### src/rtl/timer_periph_pkg.sv
// Shared types and constants for the timer/compare peripheral:
// bus device select, register offsets, CTRL/STATUS bit positions and CTRL layout.
package timer_periph_pkg;

   localparam int DATA_W = 32;

   typedef enum logic [1:0] {
      DEV_NONE = 2'd0,
      DEV_MEM  = 2'd1,
      DEV_IO   = 2'd2,
      DEV_ROM  = 2'd3
   } dev_sel_t;

   // Register index, taken from daddress[3:2]
   localparam logic [1:0] TIMER_CTRL    = 2'd0;
   localparam logic [1:0] TIMER_COUNT   = 2'd1;
   localparam logic [1:0] TIMER_COMPARE = 2'd2;
   localparam logic [1:0] TIMER_STATUS  = 2'd3;

   localparam int CTRL_EN_BIT     = 0;
   localparam int CTRL_AR_BIT     = 1;
   localparam int CTRL_MIE_BIT    = 2;
   localparam int CTRL_OIE_BIT    = 3;
   localparam int CTRL_PS_LSB     = 8;
   localparam int STAT_MATCH_BIT  = 0;
   localparam int STAT_OVF_BIT    = 1;

   typedef struct packed {
      logic [7:0] prescale;
      logic       ovf_ie;
      logic       match_ie;
      logic       auto_reload;
      logic       en;
   } timer_ctrl_t;

   function automatic logic [DATA_W-1:0] byte_merge(input logic [DATA_W-1:0] old_v,
                                                    input logic [DATA_W-1:0] new_v,
                                                    input logic [3:0]        mask);
      logic [DATA_W-1:0] r;
      for (int b = 0; b < 4; b++)
         r[b*8 +: 8] = mask[b] ? new_v[b*8 +: 8] : old_v[b*8 +: 8];
      return r;
   endfunction

endpackage

### src/rtl/timer_periph_if.sv
// CPU data-bus view of the timer peripheral: address, write data/strobe/mask,
// device select, and combinational read data.
interface timer_periph_if;
   import timer_periph_pkg::*;

   logic [DATA_W-1:0] daddress;
   logic [DATA_W-1:0] ddata_w;
   logic              we;
   dev_sel_t          dcsel;
   logic [3:0]        dmask;
   logic [DATA_W-1:0] ddata_r;

   modport master (output daddress, ddata_w, we, dcsel, dmask, input ddata_r);
   modport slave  (input daddress, ddata_w, we, dcsel, dmask, output ddata_r);
endinterface

### src/rtl/timer_periph_prescaler.sv
// Prescaler: pulses tick once every (prescale+1) enabled cycles; held at zero while disabled.
module timer_prescaler (
   input  logic       clk,
   input  logic       rst,
   input  logic       en,
   input  logic [7:0] prescale,
   output logic       tick
);

   logic [7:0] pcnt_q, pcnt_d;

   assign tick = en && (pcnt_q == prescale);

   always_comb begin
      pcnt_d = pcnt_q + 8'd1;
      if (!en || tick)
         pcnt_d = '0;
   end

   always_ff @(posedge clk or posedge rst) begin
      if (rst) pcnt_q <= '0;
      else     pcnt_q <= pcnt_d;
   end

endmodule

### src/rtl/timer_periph.sv
// Memory-mapped 32-bit timer: CTRL/COUNT/COMPARE/STATUS registers, compare-match
// and overflow flags (write-1-to-clear), and a level interrupt built from flops.
module timer_periph
   import timer_periph_pkg::*;
#(
   parameter logic [15:0] ADDR_SEL = 16'h0005
) (
   input  logic           clk,
   input  logic           rst,
   timer_periph_if.slave  bus,
   output logic           irq_out
);

   timer_ctrl_t       ctrl_q, ctrl_d;
   logic [DATA_W-1:0] count_q, count_d;
   logic [DATA_W-1:0] compare_q, compare_d;
   logic [1:0]        status_q, status_d;
   logic [1:0]        flag_set, flag_clr;
   logic [DATA_W-1:0] rdata;
   logic [1:0]        reg_sel;
   logic              addr_hit, wr, tick, unused_addr_bits;

   assign addr_hit         = (bus.daddress[19:4] == ADDR_SEL);
   assign wr               = (bus.dcsel == DEV_IO) && addr_hit && bus.we;
   assign reg_sel          = bus.daddress[3:2];
   assign unused_addr_bits = ^{bus.daddress[31:20], bus.daddress[1:0]};

   always_comb begin
      ctrl_d = ctrl_q;
      if (wr && reg_sel == TIMER_CTRL) begin
         if (bus.dmask[0]) begin
            ctrl_d.en          = bus.ddata_w[CTRL_EN_BIT];
            ctrl_d.auto_reload = bus.ddata_w[CTRL_AR_BIT];
            ctrl_d.match_ie    = bus.ddata_w[CTRL_MIE_BIT];
            ctrl_d.ovf_ie      = bus.ddata_w[CTRL_OIE_BIT];
         end
         if (bus.dmask[1])
            ctrl_d.prescale = bus.ddata_w[CTRL_PS_LSB +: 8];
      end
   end

   // Gating with the next EN value lets a disabling write zero pcnt at its own edge.
   timer_prescaler u_prescaler (
      .clk      (clk),
      .rst      (rst),
      .en       (ctrl_q.en & ctrl_d.en),
      .prescale (ctrl_q.prescale),
      .tick     (tick)
   );

   always_comb begin
      count_d  = count_q;
      flag_set = '0;
      if (tick) begin
         count_d = count_q + 32'd1;
         if (count_q == compare_q) begin
            flag_set[STAT_MATCH_BIT] = 1'b1;
            if (ctrl_q.auto_reload)
               count_d = '0;
         end
         flag_set[STAT_OVF_BIT] = (count_q == '1) && (count_d == '0);
      end
      // A CPU write to COUNT overrides the tick's increment; flags still latch.
      if (wr && reg_sel == TIMER_COUNT)
         count_d = byte_merge(count_q, bus.ddata_w, bus.dmask);
   end

   always_comb begin
      compare_d = compare_q;
      if (wr && reg_sel == TIMER_COMPARE)
         compare_d = byte_merge(compare_q, bus.ddata_w, bus.dmask);
   end

   always_comb begin
      flag_clr = '0;
      if (wr && reg_sel == TIMER_STATUS && bus.dmask[0])
         flag_clr = bus.ddata_w[1:0];
      status_d = (status_q & ~flag_clr) | flag_set;
   end

   always_ff @(posedge clk or posedge rst) begin
      if (rst) begin
         ctrl_q    <= '0;
         count_q   <= '0;
         compare_q <= '0;
         status_q  <= '0;
      end else begin
         ctrl_q    <= ctrl_d;
         count_q   <= count_d;
         compare_q <= compare_d;
         status_q  <= status_d;
      end
   end

   assign irq_out = (status_q[STAT_MATCH_BIT] & ctrl_q.match_ie) |
                    (status_q[STAT_OVF_BIT]   & ctrl_q.ovf_ie);

   always_comb begin
      rdata = '0;
      if (addr_hit) begin
         case (reg_sel)
            TIMER_CTRL:    rdata = {16'h0, ctrl_q.prescale, 4'h0, ctrl_q.ovf_ie,
                                    ctrl_q.match_ie, ctrl_q.auto_reload, ctrl_q.en};
            TIMER_COUNT:   rdata = count_q;
            TIMER_COMPARE: rdata = compare_q;
            default:       rdata = {30'h0, status_q};
         endcase
      end
   end

   assign bus.ddata_r = rdata;

endmodule

### src/flat_wrapper.sv
// flat-port wrapper written by rule: the top's interface ports become plain ports
module timer_periph_flat import timer_periph_pkg::*;
#(
   parameter logic [15:0] ADDR_SEL = 16'h0005
)
  (clk, rst, irq_out, bus_daddress, bus_ddata_w, bus_we, bus_dcsel, bus_dmask, bus_ddata_r);
  timer_periph_if bus_i ();
  input  logic clk;
  input  logic rst;
  output logic irq_out;
  input wire logic [$bits(bus_i.daddress)-1:0] bus_daddress;
  input wire logic [$bits(bus_i.ddata_w)-1:0] bus_ddata_w;
  input wire logic [$bits(bus_i.we)-1:0] bus_we;
  input wire logic [$bits(bus_i.dcsel)-1:0] bus_dcsel;
  input wire logic [$bits(bus_i.dmask)-1:0] bus_dmask;
  output wire logic [$bits(bus_i.ddata_r)-1:0] bus_ddata_r;
  assign bus_i.daddress = bus_daddress;
  assign bus_i.ddata_w = bus_ddata_w;
  assign bus_i.we = bus_we;
  assign bus_i.dcsel = bus_dcsel;
  assign bus_i.dmask = bus_dmask;
  assign bus_ddata_r = bus_i.ddata_r;
  timer_periph #(.ADDR_SEL(ADDR_SEL)) u_core (.clk(clk), .rst(rst), .bus(bus_i), .irq_out(irq_out));
endmodule
### config.mk
export PLATFORM = sky130hd
export DESIGN_NAME = timer_periph_flat
export DESIGN_NICKNAME = d
export VERILOG_FILES = /design/src/rtl/timer_periph_pkg.sv /design/src/rtl/timer_periph_if.sv /design/src/rtl/timer_periph_prescaler.sv /design/src/rtl/timer_periph.sv /design/src/flat_wrapper.sv
export SDC_FILE = /design/constraint.sdc
export NUM_CORES = 1
export LEC_CHECK = 0
export ABC_AREA = 0
export CORE_ASPECT_RATIO = 1.2
export CORE_MARGIN = 3
export CORE_UTILIZATION = 50
export CTS_BUF_LIST = sky130_fd_sc_hd__clkbuf_8
export CTS_CLUSTER_DIAMETER = 50
export CTS_CLUSTER_SIZE = 10
export DETAILED_ROUTE_END_ITERATION = 6
export DONT_BUFFER_PORTS = 1
export GPL_ROUTABILITY_DRIVEN = 0
export PLACE_DENSITY = 0.66
export RECOVER_POWER = 25
export SLEW_MARGIN = 30
export SYNTH_ARGS = -nofsm -noshare
export SYNTH_HDL_FRONTEND = slang
export SYNTH_SLANG_ARGS = --single-unit
### constraint.sdc
create_clock -name clk -period 4.1 [get_ports clk]
set_clock_uncertainty 0.15 [all_clocks]
set_input_delay 1.23 -clock clk [delete_from_list [all_inputs] [get_ports clk]]
set_output_delay 1.23 -clock clk [all_outputs]
set_load 0.03 [all_outputs]
* After elaboration in Yosys (flattened, before gate mapping)
Cells that the tools add are included.
** Storage, ports and cells
- Flip-flop bits (word level) :: 86
- Input bits :: 73
- Output and inout port bits :: 33
** Cells by class
- Add/subtract/negate cells :: 2
- Eq/ne operators :: 12
- Mux-type cells :: 17
- Bitwise logic cells :: 7
- Reductions and logical operators :: 24
** Operators by type and width (number)
- $mux W32 :: 6
- $pmux W32 S3 :: 1
- $mux W8 :: 5
- $add A32 B1 Y32 const B :: 1
- $eq A32 B32 Y1 :: 1
- $eq A32 B32 Y1 const B :: 1
- $logic_not A32 Y1 :: 1
- $reduce_and A2 Y1 :: 10
- $eq A16 B3 Y1 const B :: 1
- $logic_and A1 B1 Y1 :: 9
- $add A8 B1 Y8 const B :: 1
- $eq A8 B8 Y1 :: 1
- $ne A2 B2 Y1 const B :: 4
- $eq A2 B2 Y1 const B :: 3
- $mux W2 :: 2
- $and A1 B1 Y1 :: 3
- $mux W1 :: 3
- $and A2 B2 Y2 :: 1
- $eq A2 B1 Y1 const B :: 1
- $logic_not A2 Y1 :: 1
- $not A2 Y2 :: 1
- $or A2 B2 Y2 :: 1
- $reduce_bool A2 Y1 :: 1
- $logic_not A1 Y1 :: 1
- 2 further kinds :: 2

* Longest topological paths before layout
- Word-level depth :: 12
- Gate-level depth with buffers :: 9

* By module
Synthesis repeated with hierarchy kept, for this count alone.
** Unflattened totals
- Cell total of the unflattened synthesis :: 594
- Area total of the unflattened synthesis :: 5714.2 sq um
** By module, submodules not included
- timer_periph :: instances 1, cells an instance 547, area an instance 5223.8 sq um, sequential area each 1951.9 sq um
- timer_prescaler :: instances 1, cells an instance 47, area an instance 490.5 sq um, sequential area each 200.2 sq um

* Worst setup path after synthesis
No wires, ideal clock.
- Path kind :: input to output
- Start point :: input bus_daddress[2]
- End point :: output bus_ddata_r[9]
- Arrival :: 2.911 ns
- Required time :: 2.720 ns
- Setup slack :: -0.191 ns
- Stages on the path :: 7
- Cell sequence :: clkbuf_1 > clkbuf_1 > buf_2 > mux2i_1 > nor2_1 > a21oi_1 > nor2_1
** On the way
- Longest elaborated chain between the ends :: 3
** Ends and longest elaborated chain
- start, declared :: line flat_wrapper.sv:11 : input wire logic [$bits(bus_i.daddress)-1:0] bus_daddress;
- $eq A2 B2 Y1, or another cell as far along :: line timer_periph.sv:101 : case (reg_sel)
- $pmux W32 S3 (*) :: line timer_periph.sv:101
- $mux W32 (*) :: line timer_periph.sv:100 : if (addr_hit) begin
- end, declared :: line flat_wrapper.sv:16 : output wire logic [$bits(bus_i.ddata_r)-1:0] bus_ddata_r;
Mark *: on every way between the ends. The rest lies on a longest branch, timed or not.

* Worst setup path in the final report
- Start point :: input bus_daddress[10]
- End point :: output bus_ddata_r[12]
** On the way
- Longest elaborated chain between the ends :: 2
** Ends and longest elaborated chain
- $eq A16 B3 Y1 :: line timer_periph.sv:23 : assign addr_hit = (bus.daddress[19:4] == ADDR_SEL);
- $mux W32 :: line timer_periph.sv:100
No other way between the ends.

==> impl_metrics.json <==
{
  "hold_class": "register to register",
  "synthTopCellsByCount": "dfrtp_1 (86), nor2_1 (73), mux2_2 (44)",
  "clk_latency_ns": 0.37,
  "slew_violations": 38,
  "fill_cells": 978,
  "arrival_ns": 2.26,
  "muxShareOfSynthArea_pct": 11.05,
  "hold_violations": 0,
  "ir_drop_v": 0.0001318,
  "ys_seq_area_share_pct": 37.12,
  "grt_pass1_wl_um": 26300,
  "leakage_nw": 2.729,
  "root_buffer": "clkbuf_8",
  "path_class": "input port to output pin",
  "synthesis.nets": 705,
  "async_flop_share_pct": 100.0,
  "path_common_cell": "buf_4",
  "first_pass_iters": 5,
  "grt_max_degree": 51,
  "wl_met2_um": 8181,
  "cp_data_required_time_ns": 2.72,
  "antenna_found_initial": 0,
  "area_growth_pct": 10.84,
  "die_w_um": 104.3,
  "setup_viol": 0,
  "m1WireLength_um": 6694,
  "synth_area_leaders": "dfrtp_1 (37%), mux2_2 (8.5%), xnor2_1 (5.4%)",
  "p_per_area_mw_per_mm2": 238.4,
  "cap_viol_max_count": 1,
  "synthSimpleGateAreaFrac_pct": 18.80,
  "ys_warn_count": 0,
  "io_pins": 106,
  "hold_buffers": 0,
  "synth_top_family_by_area": "compound AO/OA/AOI/OAI gates",
  "wirelength_um": 16470,
  "grt-ovfl-total": 0,
  "syn_avg_cell_area_um2": 9.201,
  "synth_top_area_share_pct": 37.12,
  "period_share_pct": 88.76,
  "synth_fa_ha_area_share_pct": 0.4317,
  "drive_gt1_share_pct": 24.73,
  "fp.dieH_um": 124.0,
  "design.core.area_mm2": 0.01119,
  "avgRoutedWirePerCell_um": 20.56,
  "grtUsageTotal_pct": 25.69,
  "rows": 42,
  "yosysTopAreaCell": "dfrtp_1",
  "synth.cell_area_mm2": 0.005797,
  "setup_tns_ns": 0,
  "routed.top_layer": "met4",
  "wl_met3_um": 1175,
  "synthXorXnorAreaFrac_pct": 7.555,
  "synth-edff-count": 0,
  "max_freq_mhz": 274.8,
  "syn_inst": 630,
  "h-tree-depth": 3,
  "synth.most_common_cell": "dfrtp_1",
  "cts_resized": 0,
  "cts_tree": "done",
  "cts.sinks": 86,
  "worstSetupStartpointType": "input port",
  "grt_pass1_vias": 4885,
  "viasPerCell": 6.265,
  "start_util_pct": 51.79,
  "multiInputGateArea_mm2": 0.003376,
  "rsz0062_at_grt": "no",
  "failed_checks": "capacitance limit, slew limit",
  "clock_path_buffers": 2,
  "worst_pin_slew_ns": 1.719,
  "finish.utilization_pct": 57.40,
  "max_stage_delay_ns": 0.29,
  "dieArea_mm2": 0.01293,
  "drc": 0,
  "synth.distinct_cells": 58,
  "relSlewSlack_pct": -15.24,
  "synth_seq_cells": 86,
  "critPathMaxFanout": 20,
  "antenna_cells": 0,
  "drtIter0Drc": 422,
  "cp_cell_sequence": "nor4_2 > nand4_2 > buf_4 > nor2_2 > buf_4",
  "num_vias": 5018,
  "total_power_mw": 1.531,
  "cts_buffers": 9,
  "synth-compound-area-share_pct": 18.86,
  "path_clk_slew_ns": 0.08,
  "io_buffers": 0,
  "seq_area_mm2": 0.002152,
  "nets": 717,
  "hpwl_um": 12140,
  "ys.flop_type": "dfrtp_1",
  "critPathSlowestCell": "nor4_2",
  "status": "finished with violations",
  "drtAntennaViolNets": 0,
  "cp-end-kind": "output pin",
  "post_cts_buffers": 0,
  "final.min_clock_period_ns": 3.639
}
through the flow:
| step | hold WS (ns) | instances | instance area [um^2] | setup WS (ns) |
|---|---|---|---|---|
| global route | 0.4165 | 801 | 6425 | 0.3943 |
| finish | 0.3908 | 801 | 6425 | 0.4607 |
| floorplan | 0.3139 | 630 | 5873 | 0.05942 |
| global placement | 0.3672 | 784 | 6211 | 0.4620 |
| detailed placement | 0.3724 | 784 | 6211 | 0.3883 |
| CTS | 0.3909 | 800 | 6412 | 0.4485 |
routing by layer:
metal,track usage [%],up-vias
met2,44.22,214
met1,32.48,2426
met4,9.476,0
met5,0,-
li1,-,2348
met3,4.769,30
state kept, by name, summed over array words and instances, names as in the netlist:
signal                     cells
u_core.count_q                32
u_core.ctrl_q                 12
u_core.status_q                2
u_core.compare_q              32
u_core.u_prescaler.pcnt_q      8
area by class of cell:
class / instances / area share (%)
Clock inverter: 5 / 0.7790
Multi-Input combinational cell: 463 / 52.54
Inverter: 35 / 2.064
Timing Repair Buffer: 47 / 5.764
Clock buffer: 11 / 2.356
Tap cell: 154 / 2.999
Sequential cell: 86 / 33.50
worst max-delay path: cells and delay by family:
| family | cells | cell delay (ns) |
|---|---|---|
| buffers and inverters | 2 | 0.42 |
| and+or+nand+nor | 3 | 0.58 |
power breakdown:
| part | internal, mW | leakage [nW] | total [mW] | switching [mW] |
|---|---|---|---|---|
| clock network | 0.310 | 0.108 | 0.625 | 0.315 |
| logic | 0.0182 | 1.57 | 0.0586 | 0.0404 |
| registers | 0.847 | 1.06 | 0.847 | 0.0000280 |
layout by cell type (no fill, tap or decap), types with 5 or more instances in the layout:
cell type	n
dfrtp_1	86
clkbuf_8	11
and4_1	5
nand4_1	21
inv_1	36
buf_4	45
a22oi_1	37
mux2_2	44
a21oi_1	42
xor2_1	14
o22ai_1	27
nor2_1	43
and3_1	10
o21ai_0	5
or2_2	6
nand2_1	19
nor3_1	10
a32oi_1	12
nor2b_1	6
xnor2_1	36
nor4_1	11
nor2_2	30
mux2i_1	10
nand3_1	24
kinds of logic (layout without fill, tap and decap cells):
kind of cell    count (synthesis)  in the layout
xor+xnor                       50             50
mux                            56             56
simple gates                  205            205
fa+ha+maj                       2              2
flops                          86             86
buf+inv                        81             98
compound gates                150            150
path summary, 6_finish.rpt:
kind / start / to / slack (ns) / cells after the start
max in group asynchronous: rst / u_core.count_q[15] / 0.86 / 2
min in group asynchronous: rst / u_core.count_q[3] / 1.00 / 1
min: u_core.status_q[0] / u_core.status_q[0] / 0.39 / 2
min reg2reg: u_core.status_q[0] / u_core.status_q[0] / 0.39 / 2
max reg2reg: u_core.count_q[1] / u_core.status_q[1] / 1.00 / 7
max: bus_daddress[10] / bus_ddata_r[12] / 0.46 / 5
Note: power is estimated with default switching activity, not from simulation.
